File: config.mk
export PLATFORM = sky130hd
export DESIGN_NAME = seven_seg_scan_driver
export DESIGN_NICKNAME = d
export VERILOG_FILES = /design/src/rtl/seven_seg_scan_driver.sv
export SDC_FILE = /design/constraint.sdc
export NUM_CORES = 1
export LEC_CHECK = 0
export BUFFER_PORTS_ARGS = -buffer_cell sky130_fd_sc_hd__buf_2
export CAP_MARGIN = 20
export CORE_AREA = 2 2 88 90
export CTS_CLUSTER_SIZE = 24
export DETAILED_ROUTE_END_ITERATION = 8
export DIE_AREA = 0 0 90 92
export PLACE_DENSITY = 0.75
export SLEW_MARGIN = 25
export SYNTH_ARGS = -nofsm -noshare
export SYNTH_HDL_FRONTEND = slang
export SYNTH_SLANG_ARGS = --single-unit
File: constraint.sdc
create_clock -name clk -period 4.14 [get_ports clk]
set_input_delay 0.621 -clock clk [delete_from_list [all_inputs] [get_ports clk]]
set_output_delay 0.621 -clock clk [all_outputs]
set_load 0.05 [all_outputs]
File: src/rtl/seven_seg_scan_driver.sv
// -----------------------------------------------------------------------------
// seven_seg_scan_driver
//
// Multiplexed common-anode seven-segment driver. It scans NUM_DIGITS digits,
// one slot of REFRESH_DIV clock cycles per digit, and decodes one hex nibble
// per digit. Per-digit enables, decimal points and optional leading-zero
// blanking are supported.
//
// New display data is double-buffered. A load goes into a pending buffer, and
// the pending buffer is copied to the active buffer only at a frame boundary.
// This means a digit never changes value in the middle of a frame.
//
// Ports
//   clk          in   system clock; all logic runs on its rising edge
//   reset        in   asynchronous, active-low reset
//   data_in      in   4*NUM_DIGITS hex nibbles; nibble i -> digit i (0 = right)
//   dp_in        in   NUM_DIGITS decimal-point requests, 1 = lit
//   digit_en     in   NUM_DIGITS digit enables, 1 = digit may light
//   load         in   capture request for data_in / dp_in / digit_en
//   pending      out  captured data is waiting for the next frame boundary
//   frame_start  out  one-cycle pulse with the first cycle of each frame
//   segs         out  segment drive, active-low, bit 0 = CA .. bit 6 = CG
//   dp           out  decimal-point drive, active-low
//   an           out  anode enables, active-low, bit i = digit i
// -----------------------------------------------------------------------------
module seven_seg_scan_driver #(
    parameter int NUM_DIGITS    = 4,
    parameter int REFRESH_DIV   = 100000,
    parameter int BLANK_LEADING = 1
) (
    input  logic                    clk,
    input  logic                    reset,
    input  logic [4*NUM_DIGITS-1:0] data_in,
    input  logic [NUM_DIGITS-1:0]   dp_in,
    input  logic [NUM_DIGITS-1:0]   digit_en,
    input  logic                    load,
    output logic                    pending,
    output logic                    frame_start,
    output logic [6:0]              segs,
    output logic                    dp,
    output logic [NUM_DIGITS-1:0]   an
);

    localparam int PCNT_W = (REFRESH_DIV > 1) ? $clog2(REFRESH_DIV) : 1;
    localparam int IDX_W  = (NUM_DIGITS > 1) ? $clog2(NUM_DIGITS) : 1;
    localparam logic [PCNT_W-1:0] PCNT_MAX = PCNT_W'(REFRESH_DIV - 1);
    localparam logic [IDX_W-1:0]  IDX_MAX  = IDX_W'(NUM_DIGITS - 1);

    // Active-low segment pattern for one hex digit.
    function automatic logic [6:0] hex7(input logic [3:0] v);
        case (v)
            4'h0: hex7 = 7'h40;
            4'h1: hex7 = 7'h79;
            4'h2: hex7 = 7'h24;
            4'h3: hex7 = 7'h30;
            4'h4: hex7 = 7'h19;
            4'h5: hex7 = 7'h12;
            4'h6: hex7 = 7'h02;
            4'h7: hex7 = 7'h78;
            4'h8: hex7 = 7'h00;
            4'h9: hex7 = 7'h10;
            4'hA: hex7 = 7'h08;
            4'hB: hex7 = 7'h03;
            4'hC: hex7 = 7'h46;
            4'hD: hex7 = 7'h21;
            4'hE: hex7 = 7'h06;
            default: hex7 = 7'h0E;
        endcase
    endfunction

    // Scan timing.
    logic [PCNT_W-1:0] pcnt_q, pcnt_d;
    logic [IDX_W-1:0]  idx_q, idx_d;
    logic              tick, wrap;

    // Pending and active buffers.
    logic [4*NUM_DIGITS-1:0] pend_data_q, pend_data_d;
    logic [NUM_DIGITS-1:0]   pend_dp_q, pend_dp_d;
    logic [NUM_DIGITS-1:0]   pend_en_q, pend_en_d;
    logic                    pending_q, pending_d;
    logic [4*NUM_DIGITS-1:0] act_data_q, act_data_d;
    logic [NUM_DIGITS-1:0]   act_dp_q, act_dp_d;
    logic [NUM_DIGITS-1:0]   act_en_q, act_en_d;

    // Registered outputs.
    logic [NUM_DIGITS-1:0] an_q, an_d;
    logic [6:0]            segs_q, segs_d;
    logic                  dp_q, dp_d;
    logic                  frame_start_q, frame_start_d;

    // Decode helpers.
    logic [NUM_DIGITS-1:0] lead_blank;
    logic                  zero_run;
    logic                  digit_blank;
    logic [3:0]            cur_nib;

    // NOTE: every variable that is written in always_comb is given a default
    // first. A path that leaves a variable unassigned would infer a latch.
    always_comb begin
        tick = (pcnt_q == PCNT_MAX);
        wrap = tick && (idx_q == IDX_MAX);

        pcnt_d = tick ? '0 : pcnt_q + PCNT_W'(1);
        idx_d  = idx_q;
        if (tick) begin
            idx_d = wrap ? '0 : idx_q + IDX_W'(1);
        end

        // The last load wins. A load that lands on a boundary stays pending,
        // because the boundary consumes the old pending contents.
        pend_data_d = pend_data_q;
        pend_dp_d   = pend_dp_q;
        pend_en_d   = pend_en_q;
        pending_d   = pending_q;
        if (wrap) begin
            pending_d = 1'b0;
        end
        if (load) begin
            pend_data_d = data_in;
            pend_dp_d   = dp_in;
            pend_en_d   = digit_en;
            pending_d   = 1'b1;
        end

        act_data_d = act_data_q;
        act_dp_d   = act_dp_q;
        act_en_d   = act_en_q;
        if (wrap && pending_q) begin
            act_data_d = pend_data_q;
            act_dp_d   = pend_dp_q;
            act_en_d   = pend_en_q;
        end

        // A digit is leading-blanked when it and every digit above it are
        // zero. Digit 0 is always shown, so that a value of 0 still displays.
        zero_run   = 1'b1;
        lead_blank = '0;
        for (int i = NUM_DIGITS - 1; i >= 0; i--) begin
            zero_run      = zero_run && (act_data_d[i*4 +: 4] == 4'h0);
            lead_blank[i] = (BLANK_LEADING != 0) && (i != 0) && zero_run;
        end

        // The outputs are decoded from next-state values. The registered
        // drive therefore follows idx and the active buffer by exactly one
        // edge, with no extra pipeline slip.
        cur_nib     = act_data_d[int'(idx_d)*4 +: 4];
        digit_blank = !act_en_d[idx_d] || lead_blank[idx_d];

        an_d   = '1;
        segs_d = 7'h7F;
        dp_d   = 1'b1;
        if (!digit_blank) begin
            an_d[idx_d] = 1'b0;
            segs_d      = hex7(cur_nib);
            dp_d        = !act_dp_d[idx_d];
        end

        frame_start_d = wrap;
    end

    // NOTE: sequential state is written with non-blocking assignments only.
    // Every flop then samples pre-edge values, whatever the statement order.
    // NOTE: the display buffers are reset along with the control state. This
    // way a reset always leaves a known, fully enabled all-zero display.
    always_ff @(posedge clk or negedge reset) begin
        if (!reset) begin
            pcnt_q        <= '0;
            idx_q         <= '0;
            pend_data_q   <= '0;
            pend_dp_q     <= '0;
            pend_en_q     <= '1;
            pending_q     <= 1'b0;
            act_data_q    <= '0;
            act_dp_q      <= '0;
            act_en_q      <= '1;
            an_q          <= '1;
            segs_q        <= 7'h7F;
            dp_q          <= 1'b1;
            frame_start_q <= 1'b0;
        end else begin
            pcnt_q        <= pcnt_d;
            idx_q         <= idx_d;
            pend_data_q   <= pend_data_d;
            pend_dp_q     <= pend_dp_d;
            pend_en_q     <= pend_en_d;
            pending_q     <= pending_d;
            act_data_q    <= act_data_d;
            act_dp_q      <= act_dp_d;
            act_en_q      <= act_en_d;
            an_q          <= an_d;
            segs_q        <= segs_d;
            dp_q          <= dp_d;
            frame_start_q <= frame_start_d;
        end
    end

    assign pending     = pending_q;
    assign frame_start = frame_start_q;
    assign segs        = segs_q;
    assign dp          = dp_q;
    assign an          = an_q;

endmodule

# After elaboration in Yosys (flattened, before gate mapping)
# Memories as Yosys holds them, arrays and structs flattened.
# Index checks and enable logic that the tools add are counted.
word_totals:
  word_cells: 53
  output_inout_bits: 14
  n_memories: 1
  inputBits: 27
  rom_bits: 112
  reg_bits: 81
classes:
  order_cmp: 2
  bitwise: 1
  mux: 19
  n_eq_ne: 2
  addsub: 2
  n_reduce_logical: 12
  shifts: 1
mem_list:
  columns: ["memory", "depth", "width", "read_ports", "rd_ports_with_merged_regs", "wr", "line", "rtl"]
  rows:
  - ["(name not given)", 16, 7, 1, 0, 0, "51", "case (v)"]
op_table:
  columns: ["op", "count"]
  rows:
  - ["adder 17 x 1 -> 17 bit, second input constant", 1]
  - ["equality test 17 bit, second input constant", 1]
  - ["two-way mux 17 bit", 1]
  - ["two-way mux 16 bit", 1]
  - ["variable part select 16 x 5 -> 4 bit", 1]
  - ["logical NOT 4 bit", 3]
  - ["two-way mux 4 bit", 3]
  - ["two-way mux 1 bit", 7]
  - ["two-way mux 7 bit", 1]
  - ["binary-select mux 1 bit (select 2 bit)", 3]
  - ["logical AND 1 bit", 5]
  - ["two-way mux 2 bit", 2]
  - ["NOT 4 bit", 1]
  - ["< comparator 2 x 3 -> 1 bit, second input constant", 1]
  - ["adder 2 x 1 -> 2 bit, second input constant", 1]
  - ["demux 1 bit (select 2 bit)", 1]
  - ["equality test 2 bit, second input constant", 1]
  - ["greater-or-equal comparator 2 x 1 -> 1 bit, second input constant", 1]
  - ["logical NOT 1 bit", 2]
  - ["nonzero test 2 bit", 1]
  - ["logical OR 1 bit", 1]

# Logic depth before layout (Yosys ltp)
# Gate-level depths: netlist of the first run.
logic_depth:
  word_depth: 11
  ltp_mapped: 14
  ltp_nobuf: 12

# Worst setup path before layout of the first run
# No wires, ideal clock.
synth_path:
  path_kind: "register to register"
  start: "register pcnt_q[0]"
  end: "register segs_q[3] (netlist: segs[3])"
  setup_time_ps: 95
  arrival_ps: 3030
  n_path_buf: 2
  path_stages_with_launch: 14
  slack_ps: 1015
  path_cell_list: "dfrtp_1 > ha_1 > and4_1 > buf_2 > and4_1 > buf_6 > mux2i_4 > inv_8 > mux2i_1 > inv_1 > ha_1 > inv_1 > mux4_2 > nand3b_1"
synth_between:
  word_cells_on_any_way: 21
  cone_classes: "eq/ne: 1; shift: 1; mux: 9; reduce/logical: 9; memory: 1"
synth_rtl:
  columns: ["item", "line", "rtl"]
  rows:
  - ["start, declared", "72", "logic [PCNT_W-1:0] pcnt_q, pcnt_d;"]
  - ["start signal, assigned", "181", "pcnt_q <= pcnt_d;"]
  - ["equality test 17 bit (*)", "100", "tick = (pcnt_q == PCNT_MAX);"]
  - ["logical AND 1 bit", "101", "wrap = tick && (idx_q == IDX_MAX);"]
  - ["two-way mux 2 bit", "106", "idx_d = wrap ? '0 : idx_q + IDX_W'(1);"]
  - ["two-way mux 2 bit (*)", "105", "if (tick) begin"]
  - ["net idx_d[1]", "73", "logic [IDX_W-1:0] idx_q, idx_d;"]
  - ["parallel branches: the longest is 4 deep, another holds memory (16 x 7 bit)", null, null]
  - ["two-way mux 7 bit (*)", "152", "if (!digit_blank) begin"]
  - ["net segs_d[3]", "87", "logic [6:0] segs_q, segs_d;"]
  - ["end signal, assigned", "191", "segs_q <= segs_d;"]
  - ["end, declared", "87", null]
# Mark *: on every way through the listed nets, which the timed path passes. The select of a mux whose other input is x is not followed.
# A chain may end at the register's enable or synchronous reset.

# Worst setup path after layout of the first run
# Ends and elaborated chain as after synthesis.

==> impl_metrics.xml, run 1 <==
<?xml version="1.0" encoding="UTF-8"?>
<metrics>
  <group name="outcome">
    <metric name="outcome" unit="">finished, final reports clean</metric>
  </group>
  <group name="floorplanning">
    <metric name="core_area" unit="sq mm">0.00745</metric>
    <metric name="floorplan.io_pins" unit="">41</metric>
    <metric name="start_util" unit="">0.551</metric>
    <metric name="std_cell_rows" unit="">32</metric>
    <metric name="design.die.area" unit="sq mm">0.00828</metric>
    <metric name="die_width" unit="um">90</metric>
    <metric name="die_h" unit="um">92</metric>
  </group>
  <group name="drt">
    <metric name="route.detailed.wl_per_inst" unit="um">15.3</metric>
    <metric name="first_pass_iters" unit="">4</metric>
    <metric name="drt-total-wl" unit="um">7850</metric>
    <metric name="num_vias" unit="">2865</metric>
    <metric name="routed_via_count_divided_by_cell_count" unit="">5.57</metric>
    <metric name="drt_iter0_drcs" unit="">143</metric>
    <metric name="final_antenna_net_count" unit="">0</metric>
    <metric name="drc_errors" unit="">0</metric>
  </group>
  <group name="clocking">
    <metric name="insertion_delay" unit="ns">0.36</metric>
    <metric name="maximum_count_of_clock_buffers_along_a_single_path" unit="">2</metric>
    <metric name="cts_hold_repair.buffers" unit="">0</metric>
    <metric name="path_clk_slew" unit="ns">0.08</metric>
    <metric name="clock-sinks" unit="">81</metric>
    <metric name="postCtsSetupBuffers" unit="">0</metric>
    <metric name="htree_levels" unit="">3</metric>
    <metric name="ctsRootBufferMaster" unit="">clkbuf_8</metric>
    <metric name="cts_bufs_inserted" unit="">9</metric>
    <metric name="clock_tree_from_tritoncts" unit="">yes</metric>
    <metric name="cts_resized" unit="">0</metric>
  </group>
  <group name="global_route">
    <metric name="globalRouteTotalUtil" unit="">0.206</metric>
    <metric name="grt_pass1_wl" unit="um">13400</metric>
    <metric name="vias_in_the_first_global_route" unit="">2747</metric>
    <metric name="met1_resource_use_gr" unit="">0.283</metric>
    <metric name="grt_start_max_net_pins" unit="">82</metric>
    <metric name="grt_util_met3" unit="">0.0592</metric>
    <metric name="gr-max-usage-layer" unit="">met2</metric>
    <metric name="gr-total-overflow" unit="">0</metric>
    <metric name="grt_antenna_before_repair" unit="">0</metric>
    <metric name="grt.met2_usage" unit="">0.321</metric>
  </group>
  <group name="synth">
    <metric name="synth.net_count" unit="">399</metric>
    <metric name="ys.warnings.count" unit="">0</metric>
    <metric name="synth_cell_types" unit="">47</metric>
    <metric name="synth_top_cells_by_count" unit="">nand2_1, dfrtp_1, mux2_2</metric>
    <metric name="syn_area_per_cell" unit="sq um">11.2</metric>
    <metric name="synth.ff_latch_count" unit="">81</metric>
    <metric name="ys_dominant_reg_cell" unit="">dfrtp_1</metric>
    <metric name="synth.most_common_cell" unit="">nand2_1</metric>
    <metric name="cell_type_with_the_highest_aggregate_area_in_the_netlist" unit="">dfrtp_1</metric>
    <metric name="edff_count_synth" unit="">0</metric>
    <metric name="netlist.area_leader.share" unit="">0.372</metric>
    <metric name="synth_async_sr_flop_share" unit="">1.00</metric>
    <metric name="netlist_instances" unit="">365</metric>
    <metric name="ys_seq_area_frac" unit="">0.500</metric>
    <metric name="mappedNetlistArea" unit="sq mm">0.00410</metric>
    <metric name="yosys-top-cells-area" unit="">dfrtp_1, dfstp_2, mux2_2, mux2i_1, nand2_1</metric>
  </group>
  <group name="pwr">
    <metric name="power.clock.fraction" unit="">0.408</metric>
    <metric name="power.ir.vdd_worst" unit="mV">0.234</metric>
    <metric name="pwr-share-comb" unit="">0.042</metric>
    <metric name="internal-power" unit="mW">1.19</metric>
    <metric name="power.switching" unit="mW">0.332</metric>
    <metric name="p_sw_frac" unit="">0.218</metric>
    <metric name="register_share_of_total_power" unit="">0.550</metric>
    <metric name="cellPowerDensity" unit="mW/mm^2">329</metric>
    <metric name="power.leakage" unit="nW">2.16</metric>
  </group>
  <group name="placement">
    <metric name="final_gp_congestion" unit="">0.847</metric>
    <metric name="post-dp-hpwl" unit="um">5430</metric>
    <metric name="placement.io_buffers" unit="">40</metric>
    <metric name="placed_cell_area" unit="sq mm">0.00441</metric>
  </group>
  <group name="sta">
    <metric name="slew_headroom" unit="">0.533</metric>
    <metric name="post_route_setup_tns" unit="ns">0</metric>
    <metric name="final_worst_path_cycle_share" unit="">0.845</metric>
    <metric name="clock-skew-final" unit="ns">0.00843</metric>
    <metric name="rsz0062_at_grt" unit="">false</metric>
    <metric name="drv_slew" unit="">0</metric>
    <metric name="final.min_clock_period" unit="ns">3.50</metric>
    <metric name="fmax" unit="MHz">286</metric>
    <metric name="report.final.hold_viol_count" unit="">0</metric>
    <metric name="report.final.setup_viol" unit="">0</metric>
    <metric name="tightestPinTransition" unit="ns">0.700</metric>
  </group>
  <group name="finish">
    <metric name="area_growth_syn_to_layout" unit="%">12.7</metric>
    <metric name="antenna_cell_count" unit="">0</metric>
    <metric name="final_area" unit="sq mm">0.00463</metric>
    <metric name="final_layout_fill_cell_count" unit="">639</metric>
    <metric name="final_nets" unit="">441</metric>
    <metric name="area_of_all_sequential_standard_cells" unit="sq mm">0.00205</metric>
    <metric name="post_route_cells_drive_above_1_share" unit="">0.318</metric>
    <metric name="area_of_the_multi_input_gates" unit="sq mm">0.00194</metric>
  </group>
  <group name="critical_path">
    <metric name="crit_arrival" unit="ns">3.77</metric>
    <metric name="worst_setup_path_start_kind" unit="">flip-flop</metric>
    <metric name="setup.worst_path.class" unit="">reg2reg</metric>
    <metric name="worst_setup_path_end_kind" unit="">flip-flop</metric>
    <metric name="required" unit="ns">4.41</metric>
    <metric name="path_max_fanout" unit="">9</metric>
  </group>
  <group name="worst_hold_path">
    <metric name="min-delay-path-class" unit="">in2async</metric>
  </group>
  <group name="flow_run">
    <metric name="cap_violations" unit="">0</metric>
  </group>
</metrics>
-- flip-flops by register name, summed over array words and instances (netlist names) --
name         count
dp               1
idx_q            2
segs             7
act_data_q      16
pend_data_q     16
pend_dp_q        4
act_dp_q         4
an               4
pending          1
pend_en_q        4
act_en_q         4
frame_start      1
pcnt_q          17
-- worst max-delay path, cell delays in order, from the launching register on --
cell	delay (ns)
dfrtp_1	0.39
ha_1	0.22
and4_1	0.33
and4_1	0.31
mux2i_4	0.48
inv_8	0.09
mux2i_1	0.45
inv_1	0.17
ha_1	0.31
inv_1	0.05
mux4_2	0.44
nand3b_1	0.16
-- power by group through the flow --
| stage | Combinational (mW) | Sequential [mW] | Clock [mW] |
|---|---|---|---|
| 6_report | 0.0632 | 0.836 | 0.621 |
| 5_1_grt | 0.0719 | 0.840 | 0.666 |
| 4_1_cts | 0.0649 | 0.836 | 0.635 |
| 3_5_place_dp | 0.0650 | 0.851 | 0 |
| 3_3_place_gp | 0.0625 | 0.850 | 0 |
| 2_1_floorplan | 0.0342 | 0.844 | 0 |
-- cell families (layout without fill, tap and decap cells) --
| group | Yosys count | in the layout | share of synthesized area |
|---|---|---|---|
| mux | 78 | 78 | 0.214 |
| fa+ha+maj | 7 | 7 | 0.0213 |
| buf+inv | 23 | 70 | 0.0271 |
| flops | 81 | 81 | 0.500 |
| xor+xnor | 17 | 17 | 0.0363 |
| compound gates | 20 | 20 | 0.0342 |
| simple gates | 139 | 139 | 0.167 |
-- layer usage --
layer	routed length, um	up-vias
met5	0	-
met4	126	0
met3	357	11
met2	3840	79
met1	3530	1407
li1	-	1368
-- layout make-up --
class,count,share of cell area
clock buffer,10,0.0276
clock inverter,6,0.0179
inverter,6,0.00649
multi-input combinational,261,0.419
sequential,81,0.444
tap,102,0.0276
timing repair buffer,48,0.0576
-- final timing paths --
| kind | to | slack, ns | cells past startpoint | start |
|---|---|---|---|---|
| worst min register to register | act_en_q[3]$_DFF_PN1_ | 0.46 | 2 | pend_en_q[3]$_DFFE_PN1P_ |
| worst max register to register | segs[3]$_DFF_PN1_ | 0.64 | 11 | pcnt_q[0]$_DFF_PN0_ |
| min in group clk | act_en_q[3]$_DFF_PN1_ | 0.46 | 2 | pend_en_q[3]$_DFFE_PN1P_ |
| max in group asynchronous | act_data_q[2]$_DFF_PN0_ | 3.38 | 1 | reset |
| worst min-delay path | pcnt_q[13]$_DFF_PN0_ | 0.30 | 1 | reset |
| worst max-delay path | segs[3]$_DFF_PN1_ | 0.64 | 11 | pcnt_q[0]$_DFF_PN0_ |
-- cell usage in the layout (no fill, tap or decap), drive strengths merged, types with 5 or more instances in the layout --
cell type	netlist	final
nand2	69	69
dfrtp	61	61
buf	8	48
mux2i	39	39
mux2	38	38
dfstp	20	20
nand3	19	19
nor2	18	18
xnor2	10	10
clkbuf	9	10
xor2	7	7
ha	7	7
inv	6	6
nand4	6	6
nor4	5	5
-- metrics by stage --
| step | utilization | std cells | power (mW) | hold slack (ns) | setup WS (ns) |
|---|---|---|---|---|---|
| after global routing | 0.621 | 514 | 1.58 | 0.343 | 0.374 |
| after floorplan | - | 365 | 0.878 | 0.325 | 1.01 |
| final | 0.621 | 514 | 1.52 | 0.295 | 0.640 |
| after CTS | 0.621 | 514 | 1.54 | 0.459 | 0.630 |
| after detailed placement | 0.592 | 498 | 0.916 | 0.447 | 0.647 |
| after global placement | 0.592 | 498 | 0.913 | 0.445 | 0.871 |
(Power assumes the default switching activity.)
==> run 2: changes to the inputs <==
Settings changed: CORE_AREA 2 2 88 90 to 2 2 91 93, DIE_AREA 0 0 90 92 to 0 0 93 95, PLACE_DENSITY 0.75 to 0.74.
Clock period 4.14 ns to 3.2 ns, I/O delays scaled along.
==> run 2 against run 1 <==
Against the previous run: clock-buffer cell count rose by 1; power rose by 29%; critical path type unchanged; highest routed layer unchanged; design area rose by 0.89%; utilization fell by 3.2 points; critical path depth did not move; combinational power rose by 31%; first-iteration DRC count rose by 10%; clock power rose by 29%.
==> impl_metrics.xml, run 2 (synthesized netlist as in run 1, its figures left out) <==
<?xml version="1.0" encoding="UTF-8"?>
<metrics>
  <group name="clocking">
    <metric name="postCtsSetupBuffers" unit="">0</metric>
    <metric name="cts_hold_repair.buffers" unit="">0</metric>
    <metric name="clock-sinks" unit="">81</metric>
    <metric name="path_clk_slew" unit="ns">0.08</metric>
    <metric name="cts_bufs_inserted" unit="">9</metric>
    <metric name="ctsRootBufferMaster" unit="">clkbuf_8</metric>
    <metric name="clock_tree_from_tritoncts" unit="">yes</metric>
    <metric name="maximum_count_of_clock_buffers_along_a_single_path" unit="">2</metric>
    <metric name="insertion_delay" unit="ns">0.36</metric>
    <metric name="cts_resized" unit="">0</metric>
    <metric name="htree_levels" unit="">3</metric>
  </group>
  <group name="global_route">
    <metric name="gr-total-overflow" unit="">0</metric>
    <metric name="grt_pass1_wl" unit="um">13200</metric>
    <metric name="vias_in_the_first_global_route" unit="">2793</metric>
    <metric name="globalRouteTotalUtil" unit="">0.193</metric>
    <metric name="grt_start_max_net_pins" unit="">82</metric>
    <metric name="grt_antenna_before_repair" unit="">0</metric>
  </group>
  <group name="flow_run">
    <metric name="cap_violations" unit="">0</metric>
  </group>
  <group name="sta">
    <metric name="final_worst_path_cycle_share" unit="">0.936</metric>
    <metric name="report.final.hold_viol_count" unit="">0</metric>
    <metric name="post_route_setup_tns" unit="ns">0</metric>
    <metric name="final.setup.worst_slack" unit="ns">0.204</metric>
    <metric name="final.min_clock_period" unit="ns">3.00</metric>
    <metric name="fin_worst_hold_slack" unit="ns">0.132</metric>
    <metric name="slew_headroom" unit="">0.530</metric>
    <metric name="report.final.setup_viol" unit="">0</metric>
    <metric name="fmax" unit="MHz">334</metric>
    <metric name="rsz0062_at_grt" unit="">false</metric>
    <metric name="clock-skew-final" unit="ns">0.0120</metric>
    <metric name="drv_slew" unit="">0</metric>
    <metric name="tightestPinTransition" unit="ns">0.705</metric>
  </group>
  <group name="finish">
    <metric name="area_of_all_sequential_standard_cells" unit="sq mm">0.00205</metric>
    <metric name="finish.cell_count_without_fillers" unit="">521</metric>
    <metric name="flip_flop_count_of_the_largest_register_after_layout" unit="">17</metric>
    <metric name="area_growth_syn_to_layout" unit="%">13.8</metric>
    <metric name="final_layout_fill_cell_count" unit="">699</metric>
    <metric name="max_flop_register" unit="">pcnt_q</metric>
    <metric name="largestRegisters" unit="">pcnt_q (17), act_data_q (16), pend_data_q (16)</metric>
    <metric name="antenna_cell_count" unit="">0</metric>
    <metric name="layout_commonest_cell" unit="">nand2_1</metric>
    <metric name="post_route_cells_drive_above_1_share" unit="">0.329</metric>
    <metric name="area_of_the_multi_input_gates" unit="sq mm">0.00194</metric>
    <metric name="highest_count_cells_in_the_layout_ignoring_fill_and_taps" unit="">nand2_1, dfrtp_1, buf_2, mux2_2, mux2i_1</metric>
    <metric name="final_nets" unit="">445</metric>
  </group>
  <group name="drt">
    <metric name="drc_errors" unit="">0</metric>
    <metric name="route.detailed.wl_per_inst" unit="um">15.1</metric>
    <metric name="drt_iter0_drcs" unit="">158</metric>
    <metric name="num_vias" unit="">2848</metric>
    <metric name="final_antenna_net_count" unit="">0</metric>
    <metric name="routed_via_count_divided_by_cell_count" unit="">5.47</metric>
    <metric name="drt-total-wl" unit="um">7890</metric>
    <metric name="first_pass_iters" unit="">5</metric>
  </group>
  <group name="critical_path">
    <metric name="worst_r2r_path_depth" unit="">11</metric>
    <metric name="path_max_fanout" unit="">8</metric>
    <metric name="required" unit="ns">3.46</metric>
    <metric name="crit_arrival" unit="ns">3.26</metric>
    <metric name="setup.worst_path.class" unit="">reg2reg</metric>
    <metric name="reg_to_reg_slack_setup" unit="ns">0.20</metric>
    <metric name="setup.worst_path.start" unit="">pcnt_q[0]$_DFF_PN0_</metric>
    <metric name="worst_setup_path_start_kind" unit="">flip-flop</metric>
    <metric name="critical_path.reg2reg.endpoint" unit="">segs[3]$_DFF_PN1_</metric>
    <metric name="worst_setup_path_end_kind" unit="">flip-flop</metric>
    <metric name="worst_r2r_startpoint" unit="">pcnt_q[0]$_DFF_PN0_</metric>
  </group>
  <group name="placement">
    <metric name="placement.io_buffers" unit="">40</metric>
    <metric name="placed_cells_incl_taps" unit="">505</metric>
    <metric name="placement.setup.worst_slack" unit="ns">0.0821</metric>
    <metric name="final_gp_congestion" unit="">0.810</metric>
    <metric name="post-dp-hpwl" unit="um">5570</metric>
  </group>
  <group name="pwr">
    <metric name="cellPowerDensity" unit="mW/mm^2">421</metric>
    <metric name="power.leakage" unit="nW">2.17</metric>
    <metric name="power.ir.vdd_worst" unit="mV">0.230</metric>
    <metric name="total_power" unit="mW">1.97</metric>
  </group>
  <group name="outcome">
    <metric name="outcome" unit="">finished, final reports clean</metric>
  </group>
  <group name="floorplanning">
    <metric name="design.die.area" unit="sq mm">0.00884</metric>
    <metric name="std_cell_rows" unit="">33</metric>
    <metric name="core_area" unit="sq mm">0.00793</metric>
    <metric name="die_h" unit="um">95</metric>
    <metric name="die_width" unit="um">93</metric>
    <metric name="start_util" unit="">0.518</metric>
    <metric name="floorplan.io_pins" unit="">41</metric>
  </group>
  <group name="worst_hold_path">
    <metric name="min-delay-path-class" unit="">in2async</metric>
  </group>
</metrics>
## run 2: changes by cell type in the layout (fill, tap and decap cells not counted)
| cell | previous run | this run |
|---|---|---|
| buf_4 | 8 | 12 |
| and4_1 | 4 | 2 |
| and4_4 | 0 | 2 |
| clkinv_2 | 3 | 1 |
| clkbuf_1 | 1 | 2 |
| clkinv_4 | 0 | 1 |
| inv_1 | 5 | 4 |
| inv_2 | 0 | 1 |
## run 2: worst max path at each step
stage	endpoint	slack, ns	cells past startpoint
2_1_floorplan	segs[3]$_DFF_PN1_	0.07	13
3_3_place_gp	segs[3]$_DFF_PN1_	0.18	11
3_5_place_dp	segs[3]$_DFF_PN1_	0.08	11
4_1_cts	segs[3]$_DFF_PN1_	0.05	11
5_1_grt	segs[3]$_DFF_PN1_	0.02	11
6_report	segs[3]$_DFF_PN1_	0.20	11
## run 2: worst max-delay path, cell delays in order, from the launching register on
cell and delay [ns]:
dfrtp_1 0.38, ha_1 0.22, and4_4 0.28, and4_4 0.28, mux2i_4 0.34, inv_8 0.09, mux2i_1 0.25, inv_1 0.13
ha_1 0.29, inv_1 0.05, mux4_2 0.43, nand3b_1 0.16
## run 2: final cells by class
cell class	instances	area share
sequential	81	0.440
clock buffer	11	0.0282
timing repair buffer	52	0.0635
tap	105	0.0282
clock inverter	5	0.0174
multi-input combinational	261	0.417
inverter	6	0.00643
## run 2: stage by stage
stage | area (sq um) | utilization
4_1_cts | 4660 | 0.588
5_1_grt | 4670 | 0.589
3_3_place_gp | 4450 | 0.561
2_1_floorplan | 4100 | -
3_5_place_dp | 4450 | 0.561
6_report | 4670 | 0.589
## run 2: power by group
part           total (mW)  internal [mW]  switching [mW]
registers            1.08           1.06          0.0223
logic              0.0828         0.0434          0.0393
clock network       0.802          0.440           0.362
## run 2: per-layer routing
metal | global-route usage | part of all wire
met1 | 0.252 | 0.47
met3 | 0.0287 | 0.033
met2 | 0.318 | 0.48
met5 | 0 | 0
met4 | 0.0882 | 0.019
